--- src/rtl/mult_shift_add.sv ---
// Sequential shift-add multiplier, N-bit operands, one bit per clock.
// Unsigned or two's-complement per operation, with a Start/Busy/Done handshake.
module mult_shift_add #(
  parameter int N = 4
) (
  input  logic           Clk,
  input  logic           Rst,
  input  logic           Start,
  input  logic           Signed,
  input  logic [N-1:0]   Multiplicando,
  input  logic [N-1:0]   Multiplicador,
  output logic [2*N-1:0] Produto,
  output logic           Busy,
  output logic           Done
);

  localparam int CW = $clog2(N + 1);
  localparam logic [CW-1:0] LAST = CW'(N - 1);

  typedef enum logic [1:0] {
    IDLE,
    RUN,
    DONE
  } state_t;

  state_t        state;
  logic [2*N:0]  acc;
  logic [2*N:0]  acc_next;
  logic [N-1:0]  mcand;
  logic          sgn;
  logic [CW-1:0] cnt;
  logic [N:0]    u;
  logic [N:0]    m_ext;
  logic [N:0]    u_next;

  // The MSB of the multiplier carries negative weight in signed mode,
  // so the last partial product is subtracted instead of added.
  always_comb begin
    u      = acc[2*N:N];
    m_ext  = {sgn & mcand[N-1], mcand};
    u_next = u;
    if (acc[0]) begin
      if (sgn && (cnt == LAST)) u_next = u - m_ext;
      else                      u_next = u + m_ext;
    end
    acc_next = {sgn & u_next[N], u_next, acc[N-1:1]};
  end

  always_ff @(posedge Clk) begin
    if (Rst) begin
      state   <= IDLE;
      acc     <= '0;
      mcand   <= '0;
      sgn     <= 1'b0;
      cnt     <= '0;
      Produto <= '0;
      Busy    <= 1'b0;
      Done    <= 1'b0;
    end else begin
      case (state)
        IDLE: begin
          Done <= 1'b0;
          if (Start) begin
            acc   <= {{(N+1){1'b0}}, Multiplicador};
            mcand <= Multiplicando;
            sgn   <= Signed;
            cnt   <= '0;
            Busy  <= 1'b1;
            state <= RUN;
          end
        end
        RUN: begin
          acc <= acc_next;
          cnt <= cnt + 1'b1;
          if (cnt == LAST) begin
            Produto <= acc_next[2*N-1:0];
            Done    <= 1'b1;
            state   <= DONE;
          end
        end
        DONE: begin
          Done  <= 1'b0;
          Busy  <= 1'b0;
          state <= IDLE;
        end
        default: begin
          Done  <= 1'b0;
          Busy  <= 1'b0;
          state <= IDLE;
        end
      endcase
    end
  end

endmodule

--- config.mk ---
export PLATFORM = sky130hd
export DESIGN_NAME = mult_shift_add
export DESIGN_NICKNAME = d
export VERILOG_FILES = /design/src/rtl/mult_shift_add.sv
export SDC_FILE = /design/constraint.sdc
export NUM_CORES = 1
export LEC_CHECK = 0
export CAP_MARGIN = 20
export CORE_MARGIN = 2
export CORE_UTILIZATION = 47
export CTS_CLUSTER_SIZE = 25
export DETAILED_ROUTE_END_ITERATION = 8
export GPL_TIMING_DRIVEN = 0
export PLACE_DENSITY = 0.74
export SLEW_MARGIN = 0
export SYNTH_ARGS = -nofsm -noshare
export SYNTH_HDL_FRONTEND = slang
export SYNTH_SLANG_ARGS = --single-unit
export TNS_END_PERCENT = 10
--- constraint.sdc ---
create_clock -name Clk -period 2.4 [get_ports Clk]
set_input_delay 0.48 -clock Clk [delete_from_list [all_inputs] [get_ports Clk]]
set_output_delay 0.48 -clock Clk [all_outputs]
set_load 0.01 [all_outputs]
==> results of run 1 <==
## worst max-delay path, cell delays in order (launching register included)
cell	delay, ps
dfxtp_2	340
ha_2	180
ha_4	150
nand2_2	70
nand2_1	90
o21ai_2	80
fa_2	380
nand2b_4	160
a21oi_4	200
xor2_2	110
or3_1	330
a311oi_1	200
## routing by layer
metal / share of wire (%) / up-vias / GRT usage [%]
li1: - / 655 / -
met1: 45 / 608 / 26.49
met2: 50 / 27 / 35.01
met3: 3.9 / 7 / 5.895
met4: 1.7 / 0 / 9.740
met5: 0 / - / 0
## state kept, by name, summed over array words and instances (netlist names)
register	flops
Produto	8
acc	9
state	2
mcand	4
Done	1
cnt	3
Busy	1
sgn	1
## placed cells by master, fill, tap and decap left out, types with 6 or more instances in the layout
cell type and instances:
a21oi_1 11, clkbuf_1 6, clkdlybuf4s50_1 21, dfxtp_1 26, inv_1 8, mux2i_1 12, nand2_1 16, nor2_1 35
## final timing paths
kind	from	to	slack (ps)	cells after the start
worst max-delay path	cnt[0]	Produto[7]	20	11
worst min-delay path	Produto[1]	Produto[1]	470	2
worst max register to register	cnt[0]	Produto[7]	20	11
worst min register to register	Produto[1]	Produto[1]	470	2
## power breakdown
group	switching (W)	total, W	internal, W
Combinational	0.000133	0.000250	0.000117
Sequential	0.0000165	0.000517	0.000501
Clock	0.000177	0.000426	0.000249
Total	0.000326	0.00119	0.000866
## cell families (layout without fill, tap and decap cells)
family | after synthesis | after routing | share of synthesized area [%]
AO/OA/AOI/OAI | 32 | 32 | 14.84
XOR/XNOR | 5 | 5 | 3.039
adder cells (fa/ha/maj) | 8 | 8 | 7.465
buffers and inverters | 16 | 49 | 4.340
flip-flops | 29 | 29 | 40.28
multiplexers | 13 | 13 | 9.115
AND/OR/NAND/NOR | 69 | 69 | 20.92
## area by class of cell
class                   instances  area share (%)
multi-input cells             127           46.29
plain buffers                   8           1.724
well taps                      33           2.188
flip-flops and latches         29           30.97
repair buffers                 25           12.73
inverters                       8           1.592
clock inverters                 1           1.592
clock buffers                   7           2.918
## per-stage QoR
| step | setup WS (ps) | hold WS (ps) | area (um^2) | utilization (%) | TNS (ps) |
|---|---|---|---|---|---|
| final | 20.55 | 467.6 | 1887 | 63.36 | 0 |
| after global routing | -145.1 | 480.6 | 1887 | 63.36 | -463.9 |
| after CTS | 6.933 | 469.6 | 1866 | 62.65 | 0 |
| after detailed placement | -262.6 | 454.0 | 1710 | 57.44 | -846.3 |
| after global placement | -218.2 | 444.4 | 1710 | 57.44 | -534.7 |
| after floorplan | 25.04 | 444.6 | 1459 | - | 0 |
## repair_timing
| action | 4_1_cts | 5_1_grt |
|---|---|---|
| setup buffers | 4 | 0 |
| setup endpoints to repair | 5 | 5 |
| pin swaps | 4 | 0 |
| hold buffers | 0 | 0 |
| gates resized for setup | 11 | 4 |
==> results.md, run 1 <==
- Outcome: finished clean
- VDD IR max: 0.3529 mV
- Asr flop ratio synth: 0%
- CTS Sinks: 29
- Setup Skew: between 5 and 6 ps
- Setup violators final: 0
- GRT Total Usage: between 20% and 30%
- Sequential area share after synthesis: approximately two fifths
- Type of the tightest min-delay check: reg -> reg
- Synth warn: 0
- Syn_area_per_cell: 8.380 um^2
- Mapped Cells: 172
- Main area contributors after synthesis: dfxtp_1, nor2_1, mux2i_1
- Share of cells above drive strength 1: around 16%
- Post-DR vias/cell: 5.450
- Final Non-Filler Cells: 238
- CTS tree: done
- Drt drc: 0
- Final HPWL DP: 2439 um
- Most instantiated library cell after synthesis: nor2_1
- Rows: 20
- GRT overflow: 0
- Slew Limit Fails: 0
- Placed Instances: 226
- Starting Density: 48.40%
- Pin count of the biggest net entering global routing: 11
- Yosys reg bits: 29
- Post-DRT Antenna Nets: 0
- Global-route wire length before repair: approximately 5600 um
- Vias: 1297
- Die area: 3526 um^2
- Synth unique cells: 32
- RSZ-0062 raised after global routing: true
- Leakage: 0.7152 nW
- Average routed wire per standard cell: 14.33 um
- Synthesized Nets: 192
- Mapped cell area: 1441 um^2
- CTS buffer count: 5
- Tmin final: roughly 2400 ps
- Max transition margin: 55.19%
- Synth-to-layout area growth: 30.90%
- Io pins: 22
- Htree depth: 2
- Critical Path Source Type: flop
- Multi-input logic area: 873.3 um^2
- Final worst path period share: approximately 99%
- Post-synth EDFFs: 0
- DRT Pass-1 Iters: 4
- Die Ht: 59.38 um
- CP Class: reg -> reg
- Fmax: ~420 MHz
- CTS Root Cell: clkbuf_4
- CP Capture Type: flop
- CP Max Fanout: 5
- Total wire length: between 3000 and 4000 um
- Power per cell area: 632.0 nW/um^2
- Tot Pwr: 0.001192 W
- Worst Path Required: 2660 ps
- IO buf count: 21
- Initial DRC Count: 67
- Max-Cap Viols: 0
- CTS Buffer Depth: 2
- Register area: 584.3 um^2
- Vias in the first global route: roughly 1200
- List of most frequent post-synthesis cells: nor2_1, dfxtp_1, nand2_1
- Number of fill cells: 262
- Final hold violation count: 0
- Top-area cell type share of the netlist area: 40.28%
- GPL Wtd Cong: roughly 0.8
- Core Area: 2978 um^2
- Clock-pin slew on the worst setup and hold paths: 90 ps
- Synth area leader: dfxtp_1
- Prevailing post-synth register cell: dfxtp_1
- Die X: about 59 um
- Worst-Margin Slew: 670.7 ps
- Clk_lat worst skew: roughly 340 ps
- Nets@finish: 224
- CP arrival: roughly 2600 ps
- Antenna Cells: 0
- Initial antenna violation count: 0
Note: power is estimated with default switching activity, not from simulation.
==> run 2, diff against run 1 <==
--- a/config.mk
+++ b/config.mk
@@ -12,7 +12,6 @@
 export DETAILED_ROUTE_END_ITERATION = 8
 export GPL_TIMING_DRIVEN = 0
 export PLACE_DENSITY = 0.74
-export SLEW_MARGIN = 0
 export SYNTH_ARGS = -nofsm -noshare
 export SYNTH_HDL_FRONTEND = slang
 export SYNTH_SLANG_ARGS = --single-unit
==> constraint.sdc (replaced) <==
create_clock -name Clk -period 2.1 [get_ports Clk]
set_input_delay 0.42 -clock Clk [delete_from_list [all_inputs] [get_ports Clk]]
set_output_delay 0.42 -clock Clk [all_outputs]
set_load 0.01 [all_outputs]
==> results.md, run 2 (synthesis gave the netlist of run 1 again) <==
- Nets@finish: 222 (was 224)
- Pin count of the biggest net entering global routing: 11 (unchanged)
- Tmin final: 2359 ps (was 2379 ps)
- Setup violators final: 5 (was 0)
- Io pins: 22 (unchanged)
- Post-DR vias/cell: 5.415 (was 5.450)
- IO buf count: 21 (unchanged)
- Final worst path period share: 112.3% (was 99.14%)
- Rows: 20 (unchanged)
- Slew Limit Fails: 0 (unchanged)
- Pre-CTS WS: -293.7 ps (was -262.6 ps)
- Synth-to-layout area growth: 27.17% (was 30.90%)
- Die X: 59.38 um (unchanged)
- Type of the tightest min-delay check: reg -> reg (unchanged)
- Final HPWL DP: 2415 um (was 2439 um)
- Max transition margin: 56.21% (was 55.19%)
- Min-delay src: Produto[1] (unchanged)
- Final Hold Slack: 458.3 ps (was 467.6 ps)
- CTS Root Cell: clkbuf_4 (unchanged)
- Max-Cap Viols: 0 (unchanged)
- Vias: 1278 (was 1297)
- GRT overflow: 0 (unchanged)
- Design area: 1833 um^2 (was 1887 um^2)
- Die Ht: 59.38 um (unchanged)
- Die area: 3526 um^2 (unchanged)
- Seq pwr share: 50.2% (was 43.4%)
- CP Capture Type: flop (unchanged)
- Global-route wire length before repair: 5423 um (was 5602 um)
- CP Max Fanout: 5 (unchanged)
- Post-placement cell area: 1763 um^2 (was 1710 um^2)
- Vias in the first global route: 1197 (was 1247)
- Leakage: 0.7049 nW (was 0.7152 nW)
- Combinational Power Share: 21.7% (was 20.9%)
- Register bank with the most flops: acc (unchanged)
- CTS tree: done (unchanged)
- Critical Path Source Type: flop (unchanged)
- Max reg flops: 9 (unchanged)
- Final hold violation count: 0 (unchanged)
- Clock-pin slew on the worst setup and hold paths: 100 ps (was 90 ps)
- Setup_tns: -910.7 ps (was 0 ps)
- Clock network power share: 28.1% (was 35.7%)
- CTS buffer count: 5 (unchanged)
- Worst-Margin Slew: 655.5 ps (was 670.7 ps)
- DRT Pass-1 Iters: 4 (unchanged)
- Total wire length: 3344 um (was 3411 um)
- Hold depth: 2 (unchanged)
- Initial antenna violation count: 0 (unchanged)
- Fmax: 423.9 MHz (was 420.3 MHz)
- CTS Sinks: 29 (unchanged)
- Most common cell after layout, fill and taps aside: nor2_1 (unchanged)
- CP arrival: 2620 ps (was 2630 ps)
- Average routed wire per standard cell: 14.17 um (was 14.33 um)
- Setup Skew: 13.95 ps (was 5.675 ps)
- Core Area: 2978 um^2 (unchanged)
- Number of fill cells: 267 (was 262)
- Violated checks: negative setup slack
- Drt drc: 0 (unchanged)
- Worst r2r src: cnt[0] (unchanged)
- Starting Density: 48.40% (unchanged)
- Worst Path Required: 2360 ps (was 2660 ps)
- Clk_lat worst skew: 350 ps (was 340 ps)
- Power per cell area: 644.0 nW/um^2 (was 632.0 nW/um^2)
- Biggest regs: acc: 9 flops, Produto: 8 flops, mcand: 4 flops (unchanged)
- Share of cells above drive strength 1: 14.29% (was 15.61%)
- Antenna Cells: 0 (unchanged)
- VDD IR max: 0.3235 mV (was 0.3529 mV)
- CTS Buffer Depth: 2 (unchanged)
- Reg2Reg Depth: 11 (unchanged)
- Commonest cells after routing, fill and taps aside: nor2_1, dfxtp_1, clkdlybuf4s50_1, nand2_1, mux2i_1 (unchanged)
- GPL Wtd Cong: 0.7548 (was 0.7939)
- Final WS setup: -259.1 ps (was 20.55 ps)
- Outcome: finished with violations (was finished clean)
- RSZ-0062 raised after global routing: true (unchanged)
- Post-cts hold buffer count: 0 (unchanged)
- Post-DRT Antenna Nets: 0 (unchanged)
- Htree depth: 2 (unchanged)
- Initial DRC Count: 43 (was 67)
- GRT Total Usage: 21.01% (was 21.58%)
- Reg2reg setup slack: -260 ps (was 20 ps)
- Reg-to-Reg End: Produto[7] (unchanged)
- Pint: 0.0008179 W (was 0.0008662 W)
- Sw Ratio: 30.72% (was 27.35%)
- Hold EP: Produto[1] (unchanged)
- CP Class: reg -> reg (unchanged)
- P_sw: 0.0003627 W (was 0.0003262 W)
-- run 2: worst max-delay path, stage by stage (launching register included) --
cell	delay [ps]
dfxtp_2	370
ha_4	140
ha_4	160
nand2_4	60
nand2_1	80
o21ai_2	70
fa_2	350
nand2b_4	160
a21oi_4	180
xor2_1	120
or3_1	360
a311oi_1	220
-- run 2: area by class of cell --
| cell class | instances | area [um^2] | share of cell area, % |
|---|---|---|---|
| sequential | 29 | 585.6 | 31.95 |
| multi-input combinational | 127 | 867.1 | 47.30 |
| clock inverter | 2 | 10.01 | 0.5461 |
| clock buffer | 6 | 41.29 | 2.253 |
| tap | 33 | 41.29 | 2.253 |
| timing repair buffer | 23 | 225.2 | 12.29 |
| inverter | 8 | 30.03 | 1.638 |
| buffer | 8 | 32.53 | 1.775 |
-- run 2: how the worst max path moves through the flow --
stage,startpoint,endpoint,slack [ps],cells after the start
after floorplan,cnt[0],Produto[7],-100,11
after global placement,mcand[0],Produto[7],-230,10
after detailed placement,cnt[0],Produto[7],-290,11
after CTS,mcand[1],Produto[7],-260,10
after global routing,cnt[0],Produto[7],-400,11
final,cnt[0],Produto[7],-260,11
-- run 2: timing repair --
item,in CTS,in global routing
endpoints found under the hold margin,0,0
pin swaps,1,1
gates resized for setup,2,1
setup endpoints to repair,5,6
setup buffers,2,0
-- run 2: metrics by stage --
step,power (W),instances,util (%)
2_1_floorplan,0.0007908,172,-
3_3_place_gp,0.0008492,226,59.20
3_5_place_dp,0.0008597,226,59.20
4_1_cts,0.001188,236,61.51
5_1_grt,0.001243,236,61.55
6_report,0.001181,236,61.55
-- run 2: routing by layer --
metal,vias up,wire [um],track usage [%]
li1,647,-,-
met1,595,1509,26.29
met2,27,1614,33.12
met3,9,142,6.114
met4,0,78,9.740
met5,-,0,0
-- run 2: power by group through the flow --
stage | combinational (W) | sequential [W] | clock, W
after global placement | 0.000245 | 0.000604 | 0
after floorplan | 0.000190 | 0.000601 | 0
after CTS | 0.000257 | 0.000593 | 0.000337
after global routing | 0.000285 | 0.000596 | 0.000362
final | 0.000256 | 0.000593 | 0.000331
after detailed placement | 0.000255 | 0.000605 | 0
==> run 3, diff against run 2 <==
--- a/config.mk
+++ b/config.mk
@@ -7,11 +7,11 @@
 export LEC_CHECK = 0
 export CAP_MARGIN = 20
 export CORE_MARGIN = 2
-export CORE_UTILIZATION = 47
+export CORE_UTILIZATION = 52
 export CTS_CLUSTER_SIZE = 25
 export DETAILED_ROUTE_END_ITERATION = 8
 export GPL_TIMING_DRIVEN = 0
-export PLACE_DENSITY = 0.74
+export PLACE_DENSITY = 0.77
 export SYNTH_ARGS = -nofsm -noshare
 export SYNTH_HDL_FRONTEND = slang
 export SYNTH_SLANG_ARGS = --single-unit
==> constraint.sdc (replaced) <==
create_clock -name Clk -period 2.5 [get_ports Clk]
set_input_delay 0.5 -clock Clk [delete_from_list [all_inputs] [get_ports Clk]]
set_output_delay 0.5 -clock Clk [all_outputs]
set_load 0.01 [all_outputs]
==> results.md, run 3 (synthesis gave the netlist of run 1 again) <==
- Register area: 583.1 um^2 (was 585.6 um^2)
- Total wire length: 3395 um (was 3344 um)
- DRT Pass-1 Iters: 4 (unchanged)
- Outcome: finished clean (was finished with violations)
- Clock-pin slew on the worst setup and hold paths: 100 ps (about the same)
- CP Max Fanout: 5 (unchanged)
- Biggest regs: acc: 9 flops, Produto: 8 flops, mcand: 4 flops (unchanged)
- Core Area: 2686 um^2 (was 2978 um^2)
- Vias in the first global route: 1241 (was 1197)
- Setup violators final: 0 (was 5)
- CTS Buffer Depth: 2 (unchanged)
- Critical Path Source Type: flop (unchanged)
- Initial DRC Count: 53 (was 43)
- Tmin final: 2429 ps (was 2359 ps)
- CTS buffer count: 5 (unchanged)
- Final HPWL DP: 2312 um (was 2415 um)
- Power per cell area: 603.9 nW/um^2 (was 644.0 nW/um^2)
- Post-DR vias/cell: 5.407 (was 5.415)
- Max-Cap Viols: 0 (unchanged)
- Number of fill cells: 214 (was 267)
- Pin count of the biggest net entering global routing: 11 (unchanged)
- Worst Path Required: 2760 ps (was 2360 ps)
- Clock network power share: 36.0% (was 28.1%)
- Crit-path max cell delay: 350 ps (was 370 ps)
- Post-layout util: 69.63% (was 61.55%)
- Drt drc: 0 (unchanged)
- Average routed wire per standard cell: 14.39 um (was 14.17 um)
- Vias: 1276 (was 1278)
- GPL Wtd Cong: 0.7716 (was 0.7548)
- Share of cells above drive strength 1: 13.66% (was 14.29%)
- Pre-CTS WS: -336.0 ps (was -293.7 ps)
- P_sw: 0.0003046 W (was 0.0003627 W)
- Synth-to-layout area growth: 29.77% (was 27.17%)
- Clk_lat worst skew: 340 ps (was 350 ps)
- CTS Root Cell: clkbuf_4 (unchanged)
- CP Capture Type: flop (unchanged)
- CP Class: reg -> reg (unchanged)
- Sw Ratio: 26.96% (was 30.72%)
- Most common cell after layout, fill and taps aside: nor2_1 (unchanged)
- Pint: 0.0008250 W (was 0.0008179 W)
- Commonest cells after routing, fill and taps aside: nor2_1, dfxtp_1, clkdlybuf4s50_1, nand2_1, mux2i_1 (unchanged)
- Crit path top cell by count: nand2_1 (was ha_4)
- IO buf count: 21 (unchanged)
- Combinational Power Share: 20.1% (was 21.7%)
- Worst-Margin Slew: 710.2 ps (was 655.5 ps)
- Hold depth: 2 (unchanged)
- Post-cts hold buffer count: 0 (unchanged)
- Leakage: 0.7096 nW (was 0.7049 nW)
- CP arrival: 2690 ps (was 2620 ps)
- Max transition margin: 52.55% (was 56.21%)
- Setup Skew: 11.73 ps (was 13.95 ps)
- Seq pwr share: 43.9% (was 50.2%)
- Die area: 3209 um^2 (was 3526 um^2)
- GRT overflow: 0 (unchanged)
- Die Ht: 56.65 um (was 59.38 um)
- Multi-input logic area: 860.8 um^2 (was 867.1 um^2)
- Tot Pwr: 0.001130 W (was 0.001181 W)
- Initial antenna violation count: 0 (unchanged)
- Final Hold Slack: 462.1 ps (was 458.3 ps)
- Io pins: 22 (unchanged)
- RSZ-0062 raised after global routing: true (unchanged)
- VDD IR max: 0.5591 mV (was 0.3235 mV)
- Antenna Cells: 0 (unchanged)
- Final hold violation count: 0 (unchanged)
- Register bank with the most flops: acc (unchanged)
- Fmax: 411.6 MHz (was 423.9 MHz)
- Die X: 56.65 um (was 59.38 um)
- Final WS setup: 70.71 ps (was -259.1 ps)
- CTS tree: done (unchanged)
- Reg2Reg Depth: 11 (unchanged)
- Max reg flops: 9 (unchanged)
- CTS Sinks: 29 (unchanged)
- Crit-path cells: ha_2, ha_4, nand2_1, nand2_1, o21ai_2, fa_2, nand2b_1, a21oi_4, xor2_1, or3_1, a311oi_1 (was ha_4, ha_4, nand2_4, nand2_1, o21ai_2, fa_2, nand2b_4, a21oi_4, xor2_1, or3_1, a311oi_1)
- Global-route wire length before repair: 5347 um (was 5423 um)
- Nets@finish: 224 (was 222)
- Rows: 19 (was 20)
- Final worst path period share: 97.17% (was 112.3%)
- GRT Total Usage: 22.12% (was 21.01%)
- Htree depth: 2 (unchanged)
- Reg2reg setup slack: 70 ps (was -260 ps)
- Starting Density: 53.66% (was 48.40%)
- Post-DRT Antenna Nets: 0 (unchanged)
- Type of the tightest min-delay check: reg -> reg (unchanged)
- Slowest-stage cell, CP: dfxtp_2 (unchanged)
- Slew Limit Fails: 0 (unchanged)
==> run 3: path summary, 6_finish.rpt <==
kind / startpoint / end
max: cnt[0] / Produto[7]
min: Produto[1] / Produto[1]
max reg2reg: cnt[0] / Produto[7]
min reg2reg: Produto[1] / Produto[1]
==> run 3: final cells by class <==
type / count / area share [%]
sequential: 29 / 31.17
clock inverter: 1 / 1.605
timing repair buffer: 25 / 12.84
inverter: 8 / 1.605
clock buffer: 7 / 2.943
multi-input combinational: 127 / 46.02
buffer: 8 / 1.739
tap: 31 / 2.074
==> run 3: metrics by stage <==
stage	instances	TNS, ps	instance area, um^2
floorplan	172	0	1441
global placement	224	-793.9	1690
detailed placement	224	-1279	1690
CTS	236	0	1832
global route	236	-89.15	1871
finish	236	0	1871
==> run 3: power by group through the flow <==
| stage | Sequential [W] | Combinational (W) | Clock (W) |
|---|---|---|---|
| after floorplan | 0.000503 | 0.000140 | 0 |
| after global placement | 0.000505 | 0.000186 | 0 |
| after detailed placement | 0.000506 | 0.000192 | 0 |
| after CTS | 0.000496 | 0.000207 | 0.000415 |
| after global routing | 0.000499 | 0.000247 | 0.000429 |
| final | 0.000496 | 0.000227 | 0.000406 |
==> run 3: critical path, delay by kind of cell, from the launching register on <==
| family | cells | cell delay, ps |
|---|---|---|
| simple gates | 4 | 730 |
| fa+ha+maj | 3 | 690 |
| compound gates | 3 | 470 |
| flops | 1 | 350 |
| xor+xnor | 1 | 130 |
==> run 3: layer usage <==
layer,track usage [%],up-vias,part of all wire (%)
met3,6.452,5,4.4
met5,0,-,0
met4,10.88,0,1.9
met1,24.96,596,42
met2,37.71,27,51
li1,-,648,-
==> run 3: repair_timing <==
item,in CTS,in global routing
pin swaps,5,4
gates resized for setup,7,9
buffers inserted,4,0
gates cloned,0,0
setup endpoints to repair,5,5
